`src/rtl/vga_pkg.sv`:
```
// Shared VGA timing constants (640x480@60 defaults) and the position type.
package vga_pkg;

  localparam int unsigned H_ACTIVE_DEF = 640;
  localparam int unsigned H_FP_DEF     = 16;
  localparam int unsigned H_SYNC_DEF   = 96;
  localparam int unsigned H_BP_DEF     = 48;
  localparam int unsigned V_ACTIVE_DEF = 480;
  localparam int unsigned V_FP_DEF     = 10;
  localparam int unsigned V_SYNC_DEF   = 2;
  localparam int unsigned V_BP_DEF     = 33;

  localparam int unsigned H_TOTAL_DEF = H_ACTIVE_DEF + H_FP_DEF + H_SYNC_DEF + H_BP_DEF;
  localparam int unsigned V_TOTAL_DEF = V_ACTIVE_DEF + V_FP_DEF + V_SYNC_DEF + V_BP_DEF;

  typedef logic [9:0] pos_t;

endpackage

```
`src/rtl/vga_sync_gen_if.sv`:
```
// Video timing bundle: position, blanking, sync pulses and pixel strobe.
interface vga_sync_gen_if
  import vga_pkg::*;
();

  pos_t xPixel;
  pos_t yPixel;
  logic active_pixels;
  logic hsync;
  logic vsync;
  logic frame_start;
  logic pix_tick;

  modport master (
    output xPixel, yPixel, active_pixels, hsync, vsync, frame_start, pix_tick
  );

  modport slave (
    input xPixel, yPixel, active_pixels, hsync, vsync, frame_start, pix_tick
  );

endinterface

```
`src/rtl/vga_tick_div.sv`:
```
// Pixel strobe generator. VGA_CLKDIV_EN selects clk/2; otherwise every clk.
module vga_tick_div (
  input  logic i_clk,
  input  logic i_rst_n,
  output logic o_tick
);

  logic r_tick;

`ifdef VGA_CLKDIV_EN
  // Toggle starts at 0, so the first strobe lands on the second clk after reset.
  always_ff @(posedge i_clk or negedge i_rst_n) begin
    if (!i_rst_n) r_tick <= 1'b0;
    else          r_tick <= ~r_tick;
  end
`else
  // Held at 1 so the very first clk after reset release already updates outputs.
  always_ff @(posedge i_clk or negedge i_rst_n) begin
    if (!i_rst_n) r_tick <= 1'b1;
    else          r_tick <= 1'b1;
  end
`endif

  assign o_tick = r_tick;

endmodule

```
`src/rtl/vga_sync_gen.sv`:
```
// VGA raster timing generator; build with VGA_CLKDIV_EN for a clk/2 pixel rate.
module vga_sync_gen
  import vga_pkg::*;
#(
  parameter int unsigned H_ACTIVE = H_ACTIVE_DEF,
  parameter int unsigned H_FP     = H_FP_DEF,
  parameter int unsigned H_SYNC   = H_SYNC_DEF,
  parameter int unsigned H_BP     = H_BP_DEF,
  parameter int unsigned V_ACTIVE = V_ACTIVE_DEF,
  parameter int unsigned V_FP     = V_FP_DEF,
  parameter int unsigned V_SYNC   = V_SYNC_DEF,
  parameter int unsigned V_BP     = V_BP_DEF
) (
  input  logic           clk,
  input  logic           rst_n,
  vga_sync_gen_if.master vga
);

  localparam int unsigned H_TOTAL = H_ACTIVE + H_FP + H_SYNC + H_BP;
  localparam int unsigned V_TOTAL = V_ACTIVE + V_FP + V_SYNC + V_BP;

  localparam pos_t H_LAST   = pos_t'(H_TOTAL - 1);
  localparam pos_t V_LAST   = pos_t'(V_TOTAL - 1);
  localparam pos_t H_VIS    = pos_t'(H_ACTIVE);
  localparam pos_t V_VIS    = pos_t'(V_ACTIVE);
  localparam pos_t HS_BEG   = pos_t'(H_ACTIVE + H_FP);
  localparam pos_t HS_END   = pos_t'(H_ACTIVE + H_FP + H_SYNC - 1);
  localparam pos_t VS_BEG   = pos_t'(V_ACTIVE + V_FP);
  localparam pos_t VS_END   = pos_t'(V_ACTIVE + V_FP + V_SYNC - 1);

  logic w_tick;
  pos_t r_h, r_v;
  pos_t r_x, r_y;
  logic r_act, r_hs, r_vs, r_fs;

  vga_tick_div u_tick (
    .i_clk   (clk),
    .i_rst_n (rst_n),
    .o_tick  (w_tick)
  );

  // Outputs present the decode of (h,v) and the position advances on the same tick.
  always_ff @(posedge clk or negedge rst_n) begin
    if (!rst_n) begin
      r_h   <= '0;
      r_v   <= '0;
      r_x   <= '0;
      r_y   <= '0;
      r_act <= 1'b0;
      r_hs  <= 1'b1;
      r_vs  <= 1'b1;
      r_fs  <= 1'b0;
    end else if (w_tick) begin
      r_x   <= r_h;
      r_y   <= r_v;
      r_act <= (r_h < H_VIS) && (r_v < V_VIS);
      r_hs  <= !((r_h >= HS_BEG) && (r_h <= HS_END));
      r_vs  <= !((r_v >= VS_BEG) && (r_v <= VS_END));
      r_fs  <= (r_h == '0) && (r_v == '0);
      if (r_h == H_LAST) begin
        r_h <= '0;
        r_v <= (r_v == V_LAST) ? '0 : r_v + 1'b1;
      end else begin
        r_h <= r_h + 1'b1;
      end
    end
  end

  assign vga.xPixel        = r_x;
  assign vga.yPixel        = r_y;
  assign vga.active_pixels = r_act;
  assign vga.hsync         = r_hs;
  assign vga.vsync         = r_vs;
  assign vga.frame_start   = r_fs;
  assign vga.pix_tick      = w_tick;

endmodule

```
`src/flat_wrapper.sv`:
```
// flat-port wrapper written by rule: the top's interface ports become plain ports
module vga_sync_gen_flat import vga_pkg::*;
#(
  parameter int unsigned H_ACTIVE = H_ACTIVE_DEF,
  parameter int unsigned H_FP     = H_FP_DEF,
  parameter int unsigned H_SYNC   = H_SYNC_DEF,
  parameter int unsigned H_BP     = H_BP_DEF,
  parameter int unsigned V_ACTIVE = V_ACTIVE_DEF,
  parameter int unsigned V_FP     = V_FP_DEF,
  parameter int unsigned V_SYNC   = V_SYNC_DEF,
  parameter int unsigned V_BP     = V_BP_DEF
)
  (clk, rst_n, vga_xPixel, vga_yPixel, vga_active_pixels, vga_hsync, vga_vsync, vga_frame_start, vga_pix_tick);
  vga_sync_gen_if vga_i ();
  input  logic clk;
  input  logic rst_n;
  output wire logic [$bits(vga_i.xPixel)-1:0] vga_xPixel;
  output wire logic [$bits(vga_i.yPixel)-1:0] vga_yPixel;
  output wire logic [$bits(vga_i.active_pixels)-1:0] vga_active_pixels;
  output wire logic [$bits(vga_i.hsync)-1:0] vga_hsync;
  output wire logic [$bits(vga_i.vsync)-1:0] vga_vsync;
  output wire logic [$bits(vga_i.frame_start)-1:0] vga_frame_start;
  output wire logic [$bits(vga_i.pix_tick)-1:0] vga_pix_tick;
  assign vga_xPixel = vga_i.xPixel;
  assign vga_yPixel = vga_i.yPixel;
  assign vga_active_pixels = vga_i.active_pixels;
  assign vga_hsync = vga_i.hsync;
  assign vga_vsync = vga_i.vsync;
  assign vga_frame_start = vga_i.frame_start;
  assign vga_pix_tick = vga_i.pix_tick;
  vga_sync_gen #(.H_ACTIVE(H_ACTIVE), .H_FP(H_FP), .H_SYNC(H_SYNC), .H_BP(H_BP), .V_ACTIVE(V_ACTIVE), .V_FP(V_FP), .V_SYNC(V_SYNC), .V_BP(V_BP)) u_core (.clk(clk), .rst_n(rst_n), .vga(vga_i));
endmodule
```
`config.mk`:
```
export PLATFORM = sky130hd
export DESIGN_NAME = vga_sync_gen_flat
export DESIGN_NICKNAME = d
export VERILOG_FILES = /design/src/rtl/vga_pkg.sv /design/src/rtl/vga_sync_gen_if.sv /design/src/rtl/vga_tick_div.sv /design/src/rtl/vga_sync_gen.sv /design/src/flat_wrapper.sv
export SDC_FILE = /design/constraint.sdc
export NUM_CORES = 1
export LEC_CHECK = 0
export ABC_CLOCK_PERIOD_IN_PS = 2950
export BUFFER_PORTS_ARGS = -buffer_cell sky130_fd_sc_hd__buf_2
export CORE_MARGIN = 3
export CORE_UTILIZATION = 45
export CTS_CLUSTER_DIAMETER = 30
export DETAILED_ROUTE_END_ITERATION = 7
export GPL_TIMING_DRIVEN = 0
export PLACE_DENSITY = 0.63
export SETUP_SLACK_MARGIN = 0.4
export SYNTH_ARGS = -nofsm -noshare
export SYNTH_HDL_FRONTEND = slang
export SYNTH_SLANG_ARGS = --single-unit
export TNS_END_PERCENT = 20
```
`constraint.sdc`:
```
create_clock -name clk -period 2.95 [get_ports clk]
set_input_delay 0.1475 -clock clk [delete_from_list [all_inputs] [get_ports clk]]
set_output_delay 0.1475 -clock clk [all_outputs]
set_load 0.1 [all_outputs]
```
==> summary.txt <==
Run status
  • Failing checks: negative hold slack
  • Status: finished with violations

Timing
  • Final Cycle Share: 62.3%
  • Hold slack: -0.0202 ns
  • Rel. slew slack: 38.7%
  • Slew at the pin closest to its max-slew limit: 0.920 ns
  • RSZ-0062 raised after global routing: false
  • Tmin final: 1.84 ns
  • Fin Clk Skew: 0.0113 ns
  • Max-slew violations: 0
  • Final setup TNS: 0 ns
  • Final Hold Violating Endpoints: 42
  • Max Clk Rate: 544 MHz
  • Final setup fails: 0

Clock network
  • Root Buffer: clkbuf_8
  • Post-CTS Hold Fix Bufs: 0
  • TritonCTS Buffers: 5
  • CTS tree: built
  • Num Clock Sinks: 44
  • Clock Path Buffers: 2
  • Post-CTS Setup Inserts: 0
  • Clk pin slew, worst setup/hold paths: 0.09 ns
  • Clk Latency, worst-skew pair: 0.30 ns
  • CTS H-tree depth: 2
  • CTS resizes: 0

Worst hold path
  • Hold crit path type: in -> async

Floorplan
  • Die W: 67.6 microns
  • Core Rows: 21
  • Initial Util: 48.9%
  • Die area: 4570 sq um
  • Core area: 3490 sq um
  • Die Ht: 67.6 microns
  • I/O Pins: 27

Job
  • MaxCap Viol Count: 0

Power and ir drop
  • Sw frac: 22.8%
  • Switching pwr: 0.227 mW
  • Sequential group share of total power: 60.3%
  • LEAKAGE: 1.05 nW
  • Internal Pwr Total: 0.772 mW
  • VDD IR max: 292 uV
  • Comb pwr share: 1.8%
  • PD cells: 503 nW/um^2
  • Power share of the clock group: 37.9%

Setup path
  • Kind of critical path: reg -> reg
  • CP Capture Type: flop
  • Crit path DAT: 2.05 ns
  • Crit start category: flop
  • Crit-path max FO: 10
  • Critical Path RT: 3.16 ns

Global route
  • Largest net degree at the start of global routing: 45
  • First-pass GRT wire length: 5.09 mm
  • Initial antenna violation count: 0
  • GRT Util Overall: 15.3%
  • GR Overflow Total: 0
  • Vias in the first global route: 1042

Yosys
  • Adder-Cell Fraction of Synth Area: 2.93%
  • Post-Synth XOR/XNOR Area: 5.12%
  • Netlist Area Pre-Place: 1710 sq um
  • Number of synthesized flops with an enable pin: 0
  • Asr flop ratio synth: 100%
  • Syn nets: 144
  • Post-synth top flop: dfrtp_1
  • Mapped Cells: 138
  • #FFs+latches synth: 44
  • Synth cell types: 34
  • Mux contribution to synthesized area: 1.24%
  • Post-synthesis sequential area ratio: 64.6%
  • Area share of the largest cell type after synthesis: 61.5%
  • Synth Area in Compound Gates: 3.37%
  • Syn_area_per_cell: 12.4 sq um
  • Post-Synth Simple-Gate Area: 19.4%
  • Leading area contributor after synthesis: dfrtp_1
  • Ys Warns: 0
  • Largest family of logic cells by synthesized area: simple AND/OR/NAND/NOR gates
  • Leading post-synthesis cells by cell area: dfrtp_1 (61%), nand4_1 (3.7%), dfstp_2 (3.1%)

Layout
  • Fillers: 294
  • Finished Cell Area: 1980 sq um
  • Register area: 1100 sq um
  • Syn-to-layout area delta: 16.1%
  • Final core occ: 56.8%
  • Layout Nets: 176
  • Number of diodes: 0
  • Multi-input logic area: 552 sq um
  • Ratio of cells with drive above 1 in the final layout: 25.1%

Placed design
  • DP Area: 1890 sq um
  • RePlAce Congestion: 0.844
  • Port bufs: 25
  • Post-DP HPWL: 1.96 mm

Routing
  • DRT antenna net count: 0
  • DRT iter0 DRCs: 48
  • Via/cell ratio: 5.10
  • Drt drc: 0
  • Routed Wire Length: 2.96 mm
  • Drt first pass iters: 4
  • Drt wl/cell: 13.6 microns
  • Via count: 1106
final timing paths:
| path | cells after the start | startpoint | to | slack [ns] |
|---|---|---|---|---|
| setup / recovery | 6 | u_core.r_h[0] | u_core.r_v[3] | 1.11 |
| hold / removal | 1 | rst_n | u_core.vga.yPixel[8] | -0.02 |
| setup reg to reg | 6 | u_core.r_h[0] | u_core.r_v[3] | 1.11 |
| hold reg to reg | 0 | u_core.r_h[2] | u_core.vga.xPixel[2] | 0.37 |
| max in group asynchronous | 1 | rst_n | u_core.r_v[3] | 2.40 |
| min in group clk | 0 | u_core.r_h[2] | u_core.vga.xPixel[2] | 0.37 |
metal layers:
| layer | global-route usage, % | vias up | wire length [microns] |
|---|---|---|---|
| met2 | 21.9 | 25 | 1370 |
| li1 | - | 535 | - |
| met5 | 0 | - | 0 |
| met4 | 7.09 | 0 | 51 |
| met3 | 5.32 | 7 | 166 |
| met1 | 20.8 | 539 | 1370 |
metrics by stage:
step	cells	power, mW	setup slack [ns]
floorplan	138	0.621	1.34
global placement	209	0.633	1.12
detailed placement	209	0.633	1.12
CTS	217	1.01	1.10
global route	217	1.04	0.923
finish	217	0.999	1.11
registers in the layout (all words and copies together), names as in the netlist:
name / count
u_core.r_h: 10
u_core.vga.vsync: 1
u_core.vga.active_pixels: 1
u_core.vga.yPixel: 10
u_core.vga.xPixel: 10
u_core.vga.hsync: 1
u_core.r_v: 10
u_core.vga.frame_start: 1
worst max-delay path, cell delays in order, from the launching register on:
cell	delay, ns
dfrtp_1	0.43
ha_1	0.28
nand4_2	0.24
nor3_4	0.42
buf_4	0.24
nand2_1	0.06
o211ai_1	0.08
kinds of logic (layout without fill, tap and decap cells):
family                     count (synthesis)  after routing
and+or+nand+nor                           55             55
DFF                                       44             44
buffers and inverters                     12             45
AOI/OAI and AO/OA                         10             10
xor gates and xnor gates                  10             10
adders and majority gates                  4              4
muxes                                      2              2
other                                      1              1
area by class of cell:
cell class	count	share of cell area, %
plain buffers	4	1.20
clock buffers	5	3.47
clock inverters	3	1.20
inverters	8	1.51
multi-input cells	82	27.8
flip-flops and latches	44	55.6
well taps	46	2.90
repair buffers	25	6.31
power by group through the flow:
stage	Clock, mW	Combinational [mW]	Sequential [mW]
finish	0.379	0.0177	0.603
global route	0.418	0.0204	0.603
detailed placement	0	0.0187	0.615
floorplan	0	0.00654	0.615
CTS	0.387	0.0187	0.603
global placement	0	0.0182	0.615
synth_stat cells (2+ instances only):
cell / number
nor3_1: 2
nand2_1: 5
xnor2_1: 5
a21oi_1: 3
dfstp_2: 2
o21ai_0: 3
ha_1: 4
xor2_1: 5
or3_1: 2
nor2b_1: 3
and3_1: 3
buf_4: 2
nor2_1: 11
nand3_1: 10
nand4_1: 10
inv_1: 8
dfrtp_1: 42
a31oi_1: 2
cell usage in the layout, fill, tap and decap left out:
master | netlist | routed
nand4_1 | 10 | 10
nand3_1 | 10 | 10
or3_1 | 2 | 2
nand4_2 | 1 | 1
nor4_4 | 1 | 1
a31oi_1 | 2 | 2
dfstp_2 | 2 | 2
buf_4 | 2 | 2
and4_1 | 1 | 1
mux2i_1 | 1 | 1
o21a_1 | 1 | 1
nor2b_1 | 3 | 3
mux2_2 | 1 | 1
nand2_1 | 5 | 5
buf_2 | 1 | 26
a21oi_1 | 3 | 3
or3_4 | 1 | 1
xor2_1 | 5 | 5
o21ai_0 | 3 | 3
or4_1 | 1 | 1
and3_1 | 3 | 3
clkbuf_8 | 0 | 5
o211ai_1 | 1 | 1
nor3_1 | 2 | 2
nor3_4 | 1 | 1
nor4b_1 | 1 | 1
dfrtp_1 | 42 | 42
nor2_1 | 11 | 11
clkinvlp_4 | 0 | 2
nand2b_1 | 1 | 1
ha_1 | 4 | 4
nor4_1 | 1 | 1
inv_1 | 8 | 8
conb_1 | 1 | 1
clkinv_4 | 0 | 1
clkbuf_1 | 1 | 1
xnor2_1 | 5 | 5
Note: power is estimated with default switching activity, not from simulation.
